--- config.mk ---
export PLATFORM = sky130hd
export DESIGN_NAME = multi_chan_accum
export DESIGN_NICKNAME = d
export VERILOG_FILES = /design/src/rtl/multi_chan_accum_pkg.sv /design/src/rtl/multi_chan_accum_sat_add.sv /design/src/rtl/multi_chan_accum.sv
export SDC_FILE = /design/constraint.sdc
export NUM_CORES = 1
export LEC_CHECK = 0
export CORE_UTILIZATION = 59
export DETAILED_ROUTE_END_ITERATION = 10
export GPL_ROUTABILITY_DRIVEN = 0
export GPL_TIMING_DRIVEN = 0
export PLACE_DENSITY = 0.82
export SETUP_SLACK_MARGIN = 0.02
export SKIP_CTS_REPAIR_TIMING = 1
export SLEW_MARGIN = 20
export SYNTH_ARGS = -nofsm -noshare
export SYNTH_HDL_FRONTEND = slang
export SYNTH_SLANG_ARGS = --single-unit
export TNS_END_PERCENT = 10
--- constraint.sdc ---
create_clock -name CLK -period 6.4 [get_ports CLK]
set_input_delay 1.92 -clock CLK [delete_from_list [all_inputs] [get_ports CLK]]
set_output_delay 1.92 -clock CLK [all_outputs]
set_load 0.02 [all_outputs]
--- src/rtl/multi_chan_accum_pkg.sv ---
// ---------------------------------------------------------------------------
// multi_chan_accum_pkg
// Shared types and helpers for the multi-channel accumulator.
//   - ch_width()  : channel index width for a given channel count (min 1)
//   - state_t     : sequencer state (ST_RUN accepts samples, ST_FLUSH drains)
//   - out_rec_t   : output record (ch, sum, cnt, ovf, flush) sized for the
//                   default configuration (32-bit data, 4 channels, 16-bit
//                   counters)
// Optional feature macro used by the design: MULTI_CHAN_ACCUM_SAT_EN
// ---------------------------------------------------------------------------
package multi_chan_accum_pkg;

    function automatic int ch_width(input int num_ch);
        return (num_ch > 1) ? $clog2(num_ch) : 1;
    endfunction

    localparam int MCA_DATA_W = 32;
    localparam int MCA_NUM_CH = 4;
    localparam int MCA_CNT_W  = 16;
    localparam int MCA_CH_W   = ch_width(MCA_NUM_CH);

    typedef enum logic {
        ST_RUN   = 1'b0,
        ST_FLUSH = 1'b1
    } state_t;

    typedef struct packed {
        logic [MCA_CH_W-1:0]   ch;
        logic [MCA_DATA_W-1:0] sum;
        logic [MCA_CNT_W-1:0]  cnt;
        logic                  ovf;
        logic                  flush;
    } out_rec_t;

endpackage

--- src/rtl/multi_chan_accum_sat_add.sv ---
// ---------------------------------------------------------------------------
// accum_sat_add
// Combinational three-input adder: base + a + b.
// Default build wraps modulo 2^DATA_W and flags the carry on ovf.
// With MULTI_CHAN_ACCUM_SAT_EN defined the result clamps to all-ones on a
// carry or when the channel's sticky overflow bit is already set.
// Ports:
//   base, a, b : operands (DATA_W)
//   sticky     : channel already saturated (SAT build only)
//   sum        : result (DATA_W)
//   ovf        : overflow flag for this update
// ---------------------------------------------------------------------------
module accum_sat_add #(
    parameter int DATA_W = 32
) (
    input  logic [DATA_W-1:0] base,
    input  logic [DATA_W-1:0] a,
    input  logic [DATA_W-1:0] b,
`ifdef MULTI_CHAN_ACCUM_SAT_EN
    input  logic              sticky,
`endif
    output logic [DATA_W-1:0] sum,
    output logic              ovf
);

    // Two guard bits: three full-scale operands can carry into bit DATA_W+1.
    logic [DATA_W+1:0] full;
    logic              carry;

    always_comb begin
        full  = {2'b00, base} + {2'b00, a} + {2'b00, b};
        carry = |full[DATA_W+1:DATA_W];
    end

`ifdef MULTI_CHAN_ACCUM_SAT_EN
    always_comb begin
        ovf = carry | sticky;
        sum = ovf ? {DATA_W{1'b1}} : full[DATA_W-1:0];
    end
`else
    always_comb begin
        ovf = carry;
        sum = full[DATA_W-1:0];
    end
`endif

endmodule

--- src/rtl/multi_chan_accum.sv ---
// ---------------------------------------------------------------------------
// multi_chan_accum
// Multi-channel accumulator. Each accepted sample adds IN_A+IN_B into the
// selected channel (or restarts it with IN_CLR) and emits the updated total
// through a one-entry valid/ready output register. FLUSH_REQ starts a drain
// that emits every channel in order and clears it.
// Optional feature: MULTI_CHAN_ACCUM_SAT_EN (saturating accumulators with a
// sticky per-channel overflow bit); default build wraps.
// Ports:
//   CLK, RST_X            : clock, asynchronous active-low reset
//   IN_VALID/IN_READY     : sample handshake
//   IN_CH, IN_A, IN_B     : target channel and operands
//   IN_CLR                : restart channel with A+B, count 1
//   FLUSH_REQ             : request drain of all channels
//   OUT_VALID/OUT_READY   : output handshake
//   OUT_CH, OUT_SUM,
//   OUT_CNT, OUT_OVF,
//   OUT_FLUSH             : output record
//   BUSY                  : flush in progress
// ---------------------------------------------------------------------------
module multi_chan_accum
    import multi_chan_accum_pkg::*;
#(
    parameter int DATA_W = 32,
    parameter int NUM_CH = 4,
    parameter int CNT_W  = 16,
    localparam int CH_W  = ch_width(NUM_CH)
) (
    input  logic              CLK,
    input  logic              RST_X,
    input  logic              IN_VALID,
    output logic              IN_READY,
    input  logic [CH_W-1:0]   IN_CH,
    input  logic [DATA_W-1:0] IN_A,
    input  logic [DATA_W-1:0] IN_B,
    input  logic              IN_CLR,
    input  logic              FLUSH_REQ,
    output logic              OUT_VALID,
    input  logic              OUT_READY,
    output logic [CH_W-1:0]   OUT_CH,
    output logic [DATA_W-1:0] OUT_SUM,
    output logic [CNT_W-1:0]  OUT_CNT,
    output logic              OUT_OVF,
    output logic              OUT_FLUSH,
    output logic              BUSY
);

    // Output record at this instance's widths (the package record is fixed
    // to the default configuration).
    typedef struct packed {
        logic [CH_W-1:0]   ch;
        logic [DATA_W-1:0] sum;
        logic [CNT_W-1:0]  cnt;
        logic              ovf;
        logic              flush;
    } out_slot_t;

    logic [DATA_W-1:0] acc [NUM_CH];
    logic [CNT_W-1:0]  cnt [NUM_CH];
`ifdef MULTI_CHAN_ACCUM_SAT_EN
    logic [NUM_CH-1:0] sticky;
    logic              add_sticky;
`endif

    state_t            state;
    logic [CH_W-1:0]   idx;
    out_slot_t         slot;
    logic              slot_valid;

    logic              slot_free;
    logic              accept;
    logic [DATA_W-1:0] add_base;
    logic [DATA_W-1:0] add_sum;
    logic              add_ovf;

    // The slot can take a new record when empty or being drained this cycle.
    always_comb begin
        slot_free = !slot_valid || OUT_READY;
        IN_READY  = (state == ST_RUN) && slot_free && !FLUSH_REQ;
        accept    = IN_VALID && IN_READY;
        add_base  = IN_CLR ? '0 : acc[IN_CH];
    end

`ifdef MULTI_CHAN_ACCUM_SAT_EN
    // A restart discards the channel's saturated history.
    assign add_sticky = sticky[IN_CH] & ~IN_CLR;
`endif

    accum_sat_add #(
        .DATA_W (DATA_W)
    ) u_add (
        .base   (add_base),
        .a      (IN_A),
        .b      (IN_B),
`ifdef MULTI_CHAN_ACCUM_SAT_EN
        .sticky (add_sticky),
`endif
        .sum    (add_sum),
        .ovf    (add_ovf)
    );

    // Sequencer, channel state and output slot. Sample writes and flush
    // reads are mutually exclusive by state, so there is no port conflict on
    // the channel arrays. Back-to-back samples to one channel read the value
    // written on the previous edge directly from acc/cnt.
    always_ff @(posedge CLK or negedge RST_X) begin
        if (!RST_X) begin
            state      <= ST_RUN;
            idx        <= '0;
            slot_valid <= 1'b0;
            slot       <= '0;
            for (int i = 0; i < NUM_CH; i++) begin
                acc[i] <= '0;
                cnt[i] <= '0;
            end
`ifdef MULTI_CHAN_ACCUM_SAT_EN
            sticky     <= '0;
`endif
        end else begin
            case (state)
                ST_RUN: begin
                    if (accept) begin
                        acc[IN_CH]  <= add_sum;
                        cnt[IN_CH]  <= IN_CLR ? CNT_W'(1) : cnt[IN_CH] + 1'b1;
`ifdef MULTI_CHAN_ACCUM_SAT_EN
                        sticky[IN_CH] <= add_ovf;
`endif
                        slot.ch     <= IN_CH;
                        slot.sum    <= add_sum;
                        slot.cnt    <= IN_CLR ? CNT_W'(1) : cnt[IN_CH] + 1'b1;
                        slot.ovf    <= add_ovf;
                        slot.flush  <= 1'b0;
                        slot_valid  <= 1'b1;
                    end else begin
                        if (slot_free) begin
                            slot_valid <= 1'b0;
                        end
                        if (FLUSH_REQ) begin
                            state <= ST_FLUSH;
                            idx   <= '0;
                        end
                    end
                end
                ST_FLUSH: begin
                    if (slot_free) begin
                        slot.ch    <= idx;
                        slot.sum   <= acc[idx];
                        slot.cnt   <= cnt[idx];
                        slot.ovf   <= 1'b0;
                        slot.flush <= 1'b1;
                        slot_valid <= 1'b1;
                        acc[idx]   <= '0;
                        cnt[idx]   <= '0;
`ifdef MULTI_CHAN_ACCUM_SAT_EN
                        sticky[idx] <= 1'b0;
`endif
                        if (idx == CH_W'(NUM_CH - 1)) begin
                            state <= ST_RUN;
                            idx   <= '0;
                        end else begin
                            idx <= idx + 1'b1;
                        end
                    end
                end
                default: begin
                    state <= ST_RUN;
                    idx   <= '0;
                end
            endcase
        end
    end

    always_comb begin
        OUT_VALID = slot_valid;
        OUT_CH    = slot.ch;
        OUT_SUM   = slot.sum;
        OUT_CNT   = slot.cnt;
        OUT_OVF   = slot.ovf;
        OUT_FLUSH = slot.flush;
        BUSY      = (state == ST_FLUSH);
    end

endmodule

# Word level (Yosys, flattened, before mapping)
# Cells that the tools add are included.
totals:
  out_inout_bits: 55
  regBits: 248
  elab_cells: 96
  inputBits: 72
classes:
  n_eq_ne: 6
  addsub: 4
  n_bitwise: 7
  muxes: 47
  reduce_logical: 12
  magnitude_cmp: 4
op_table:
  columns: ["cell", "n"]
  rows:
  - ["128-bit 2-to-1 mux", 2]
  - ["128-bit one-hot mux with 2 select lines", 1]
  - ["32-bit 2-to-1 mux", 7]
  - ["128-bit bitwise AND", 1]
  - ["32-bit binary-select mux with 2-bit select", 2]
  - ["128-bit bitwise mux", 1]
  - ["32-bit demux with 2-bit select", 2]
  - ["64-bit 2-to-1 mux", 2]
  - ["128-bit NOT", 1]
  - ["64-bit one-hot mux with 2 select lines", 1]
  - ["16-bit 2-to-1 mux", 7]
  - ["52-bit 2-to-1 mux", 2]
  - ["52-bit one-hot mux with 2 select lines", 1]
  - ["64-bit bitwise AND", 1]
  - ["16-bit binary-select mux with 2-bit select", 2]
  - ["64-bit bitwise mux", 1]
  - ["16-bit demux with 2-bit select", 2]
  - ["64-bit NOT", 1]
  - ["34-bit by 32-bit adder with 34-bit output", 1]
  - ["32-bit by 32-bit adder with 33-bit output", 1]
  - ["16-bit by 1-bit adder with 16-bit output, second input constant", 1]
  - ["2-bit 2-to-1 mux", 4]
  - ["1-bit 2-to-1 mux", 7]
  - ["3-bit greater-or-equal comparator, second input constant", 2]
  - ["16 further kinds", 27]

# Logic depth before layout (Yosys ltp)
logic_depth:
  word_depth: 10
  mapped_depth: 28
  depth_no_buf: 25

# Hierarchy
# A second synthesis with hierarchy kept.
hier_totals:
  cells_unflattened: 1456
  area_unflattened_um2: 14983.1
modules_own_cells:
  columns: ["mod", "area_each_um2", "seq_area_each_um2", "cells_each", "n_inst"]
  rows:
  - ["multi_chan_accum", 12552.0, 6206.0, 1178, 1]
  - ["accum_sat_add", 2431.1, 0.0, 278, 1]

# Worst setup path before layout
# Ideal clock, no wire load.
synth_path:
  kind: "input port to flip-flop"
  startpoint: "input IN_CH[0]"
  endpoint: "register slot, in the netlist OUT_SUM[31]"
  cell_stages: 25
  path_buffers: 5
  path_slack_ns: -0.748
  required_ns: 6.323
  setup_time_ns: 0.077
  t_arrival_ns: 7.071
  path_cell_list: "buf_6 buf_4 buf_2 buf_2 mux4_2 and2_1 ha_1 a21oi_1 nand3b_1 o2111ai_1 a21oi_1 a21o_1 a211o_1 a21o_1 a21oi_1 xnor2_1 ha_1 and2_1 clkbuf_1 nand3_1 or2_2 o21ai_1 xor2_1 mux2i_1 o21ai_1"
synth_via:
  elab_chain_len: 9
synth_rtl:
  columns: ["element", "line", "source"]
  rows:
  - ["from (decl)", "multi_chan_accum.sv:33", "input logic [CH_W-1:0] IN_CH,"]
  - ["2-bit NOT with 3-bit output (not written as such)", "multi_chan_accum.sv:81", "add_base = IN_CLR ? '0 : acc[IN_CH];"]
  - ["32-bit binary-select mux with 2-bit select", "multi_chan_accum.sv:81", null]
  - ["32-bit 2-to-1 mux (not written as such) (2 in a row)", "multi_chan_accum.sv:81", null]
  - ["32-bit 2-to-1 mux", "multi_chan_accum.sv:81", null]
  - ["32-bit by 32-bit adder with 33-bit output", "multi_chan_accum_sat_add.sv:31", "full = {2'b00, base} + {2'b00, a} + {2'b00, b};"]
  - ["34-bit by 32-bit adder with 34-bit output", "multi_chan_accum_sat_add.sv:31", null]
  - ["52-bit 2-to-1 mux", "multi_chan_accum.sv:122", "if (accept) begin"]
  - ["52-bit one-hot mux with 2 select lines", "multi_chan_accum.sv:120", "case (state)"]
  - ["to (decl)", "multi_chan_accum.sv:67", "out_slot_t slot;"]
# Every way passes these cells. The select of a mux whose other input is x is not followed.
# A chain may end at the register's enable or synchronous reset.

# Worst setup path in the final report
layout_path:
  startpoint: "input IN_CH[1]"
  endpoint: "register acc[123] (netlist name)"
layout_via:
  elab_chain_len: 10
  elab_cells_between_ends: 15
  classes_between: "2 x add/sub; 2 x order compare; 9 x mux; 1 x bitwise; 1 x reduce/logical"
layout_rtl:
  columns: ["element", "line", "source"]
  rows:
  - ["2-bit NOT with 3-bit output (not written as such) (*)", "multi_chan_accum.sv:81, multi_chan_accum.sv:123", null]
  - ["32-bit binary-select mux with 2-bit select", "multi_chan_accum.sv:81", null]
  - ["32-bit 2-to-1 mux (not written as such) (2 in a row)", "multi_chan_accum.sv:81", null]
  - ["32-bit 2-to-1 mux", "multi_chan_accum.sv:81", null]
  - ["32-bit by 32-bit adder with 33-bit output", "multi_chan_accum_sat_add.sv:31", null]
  - ["34-bit by 32-bit adder with 34-bit output", "multi_chan_accum_sat_add.sv:31", null]
  - ["128-bit bitwise mux (*)", "multi_chan_accum.sv:123", "acc[IN_CH] <= add_sum;"]
  - ["128-bit 2-to-1 mux (*)", "multi_chan_accum.sv:122", null]
  - ["128-bit one-hot mux with 2 select lines (*)", "multi_chan_accum.sv:120", null]
  - ["to (signal, indexed assignment)", "multi_chan_accum.sv:123", null]
  - ["to (decl)", "multi_chan_accum.sv:58", "logic [DATA_W-1:0] acc [NUM_CH];"]
# Mark *: on every way between the ends. The rest lies on a longest branch, timed or not. The select of a mux whose other input is x is not followed.

==> results_dict.tcl <==
set metrics [dict create \
    status "finished clean" \
    cts-buffers-inserted 26 \
    power_mw 8.75 \
    hold_viol 0 \
    cts_root_buffer "clkbuf_16" \
    setup_violations 0 \
    fp.dieArea_um2 27000 \
    slew_headroom_pct 25.1 \
    cts-htree-levels 1 \
    cts.sinks 248 \
    clock.fmax_mhz 157 \
    die_h_um 164 \
    clk_latency_ns 0.55 \
    met1_length_um 19300 \
    initial_core_util_pct 60.9 \
    yosys.area.top_type_share_pct 40.0 \
    num_antenna_cells 0 \
    synthArstFlopShare_pct 100 \
    power_density_nw_per_um2 445 \
    synth_nets 1631 \
    remaining_drc_errors 0 \
    grt_pass1_wl_um 76400 \
    cellLeakagePower_nw 8.51 \
    peakVddDrop_uv 269 \
    switching_share_pct 44.3 \
    power.internal_mw 4.87 \
    wl_met2_um 24300 \
    fillerInstances 1550 \
    required_ns 6.83 \
    multi_input_area_um2 9730 \
    pwr-share-clk_pct 17.3 \
    drv_slew 0 \
    syn_to_final_growth_pct 26.9 \
    combPwrFrac_pct 55.3 \
    fin_worst_skew_ns 0.0203 \
    core-area_um2 25500 \
    placed_cells 1946 \
    setup_tns_ns 0 \
    hp-class "reg -> reg" \
    fin_crit_sh_pct 99.8 \
    placed_cell_area_um2 17700 \
    wirelength_um 53300 \
    crit_family "compound AO/OA/AOI/OAI gates" \
    grt_util_all_layers_pct 37.6 \
    die_width_um 164 \
    final_cell_area_um2 19700 \
    io_buffer_count 126 \
    synth_area_leaders "dfrtp_1 40%, mux4_2 13%, a22o_1 7.0%" \
    p_sw_mw 3.88 \
    grt_max_degree 102 \
    crit_slowest_cell "nor4_2" \
    synth_cell_type_count 75 \
    cts_tree "yes" \
    drt_pre_antenna_iters 9 \
    layout-drive-gt1-share_pct 22.1 \
    met3_length_um 6700 \
    drtIter0Drc 1820 \
    cts.path.max_buffers 3 \
    vias 14400 \
    sequentialPowerShare_pct 27.4 \
    rsz0062_at_grt "true" \
    yosysSeqAreaShare_pct 40.0 \
    endpoint_kind "flop" \
    synthCells 1488 \
    cp.arrival_ns 6.81 \
    antenna_found_initial 2 \
    min_period_ns 6.39 \
    wire_per_inst_um 26.0 \
    path_buf_inv 5 \
    synth_ff_type "dfrtp_1" \
    cp-start-kind "primary input" \
    clk_pin_slew_ns 0.06 \
    rows 58 \
    path_class "in -> reg" \
    io_pins 127 \
    ant_nets 0 \
    grt_pass1_vias 13800 \
    max_cap_violations 0 \
    yosys_warnings 0 \
    vias_per_cell 7.02 \
    netlist_area_um2 15500 \
    hpwl_um 34700 \
    fin_nets 1845 \
    final_util_pct 77.3 \
    gr-total-overflow 0 \
    critical-path-max-stage-delay_ns 0.37 \
    worstMarginPinSlew_ns 1.12 \
    seqCellArea_um2 6210 \
    crit_path_max_fanout 6 \
    synth-seq-cells 248 \
    synth_edf_count 0 \
    routed.top_layer "met5" \
    finalNonFillerCells 2050 \
    synth.avg_cell_area_um2 10.4 \
    yosys.area.top_type "dfrtp_1" \
]
-- metrics by stage --
stage,hold slack (ns),setup WS [ns]
finish,0.480,0.0140
global route,0.514,-0.111
global placement,0.466,-6.99
detailed placement,0.474,-1.88
floorplan,0.458,-0.0914
CTS,0.489,-1.39
-- per-layer routing --
metal / GRT usage, % / vias up
li1: - / 5981
met1: 50.2 / 6961
met2: 58.6 / 1176
met3: 7.75 / 259
met4: 19.2 / 4
met5: 0 / -
-- path summary, 6_finish.rpt --
check	from	endpoint	slack, ns	cells after the start
max in group asynchronous	RST_X	acc[102]$_DFFE_PN0P_	4.21	2
setup / recovery	IN_CH[1]	acc[123]$_DFFE_PN0P_	0.01	26
hold reg to reg	OUT_SUM[1]$_DFFE_PN0P_	OUT_SUM[1]$_DFFE_PN0P_	0.48	2
setup reg to reg	acc[96]$_DFFE_PN0P_	OUT_SUM[31]$_DFFE_PN0P_	1.29	24
hold / removal	OUT_SUM[1]$_DFFE_PN0P_	OUT_SUM[1]$_DFFE_PN0P_	0.48	2
min in group asynchronous	RST_X	cnt[7]$_DFFE_PN0P_	1.33	1
-- cells in the mapped netlist, types with 8 or more instances --
library cell  count
a31oi_1          22
nor3_1           17
and2_1           38
nor2b_1          10
buf_1            20
inv_1            22
a21oi_1          79
o21ai_1          17
dfrtp_1         248
o21ai_0         116
clkbuf_1         62
buf_2            12
a22o_1          124
nor2_1           79
mux4_2           93
nand4_1           8
xor2_1           27
nand2_1         180
a21o_1           24
mux2i_1          13
o21a_1           15
a211oi_1         13
ha_1             69
nand2b_1         22
nand3_1          31
xnor2_1          35
-- final cells by class --
cell class              count  share of cell area, %
repair buffers            193                   9.73
plain buffers              89                   2.54
clock inverters             5                  0.140
clock buffers              41                   4.16
inverters                  22                  0.432
multi-input cells        1122                   49.4
flip-flops and latches    248                   31.5
well taps                 330                   2.10
-- flip-flops by register name, summed over array words and instances, names as in the netlist, 2 cells and up --
register,count
OUT_CH,2
idx,2
cnt,64
acc,128
OUT_CNT,16
OUT_SUM,32
-- power groups by stage --
stage / Combinational (mW) / Sequential (mW) / Clock, mW
2_1_floorplan: 2.75 / 2.39 / 0
3_3_place_gp: 4.09 / 2.34 / 0
3_5_place_dp: 4.18 / 2.38 / 0
4_1_cts: 4.22 / 2.36 / 1.49
5_1_grt: 5.09 / 2.43 / 1.57
6_report: 4.84 / 2.40 / 1.52
-- layout by cell type (no fill, tap or decap), types with 22 or more instances in the layout --
cell / n
o21ai_0: 108
dfrtp_1: 248
a21o_1: 24
ha_1: 43
clkdlybuf4s50_1: 122
nand3_1: 28
and2_1: 22
clkbuf_1: 57
xnor2_1: 28
ha_4: 23
buf_4: 58
mux4_2: 93
nor2_1: 74
a22o_1: 124
clkbuf_16: 31
xor2_1: 24
nand2_1: 174
a21oi_1: 61
-- cell families after synthesis --
kind of cell    share of synthesized area, %
flops                                   40.0
fa+ha+maj                               5.82
compound gates                          19.9
xor+xnor                                3.50
buf+inv                                 3.02
simple gates                            13.1
mux                                     14.7
-- worst register-to-register path: stages (launching register included) --
cell and delay (ns):
dfrtp_1 0.41, mux4_2 0.48, and2_4 0.18, ha_4 0.16
inv_2 0.05, fa_2 0.20, nand2b_4 0.14, a211oi_4 0.08
o2111ai_4 0.29, a21oi_4 0.12, a21o_1 0.24, a211o_1 0.31
a21o_1 0.17, a21oi_2 0.14, xnor2_1 0.14, ha_2 0.34
a21oi_2 0.18, nand2b_4 0.17, a31oi_4 0.07, o21a_1 0.21
nor3_2 0.22, o21ai_4 0.13, xor2_4 0.30, mux2i_1 0.12
o21ai_1 0.17
Power figures use the tool's default switching activity.
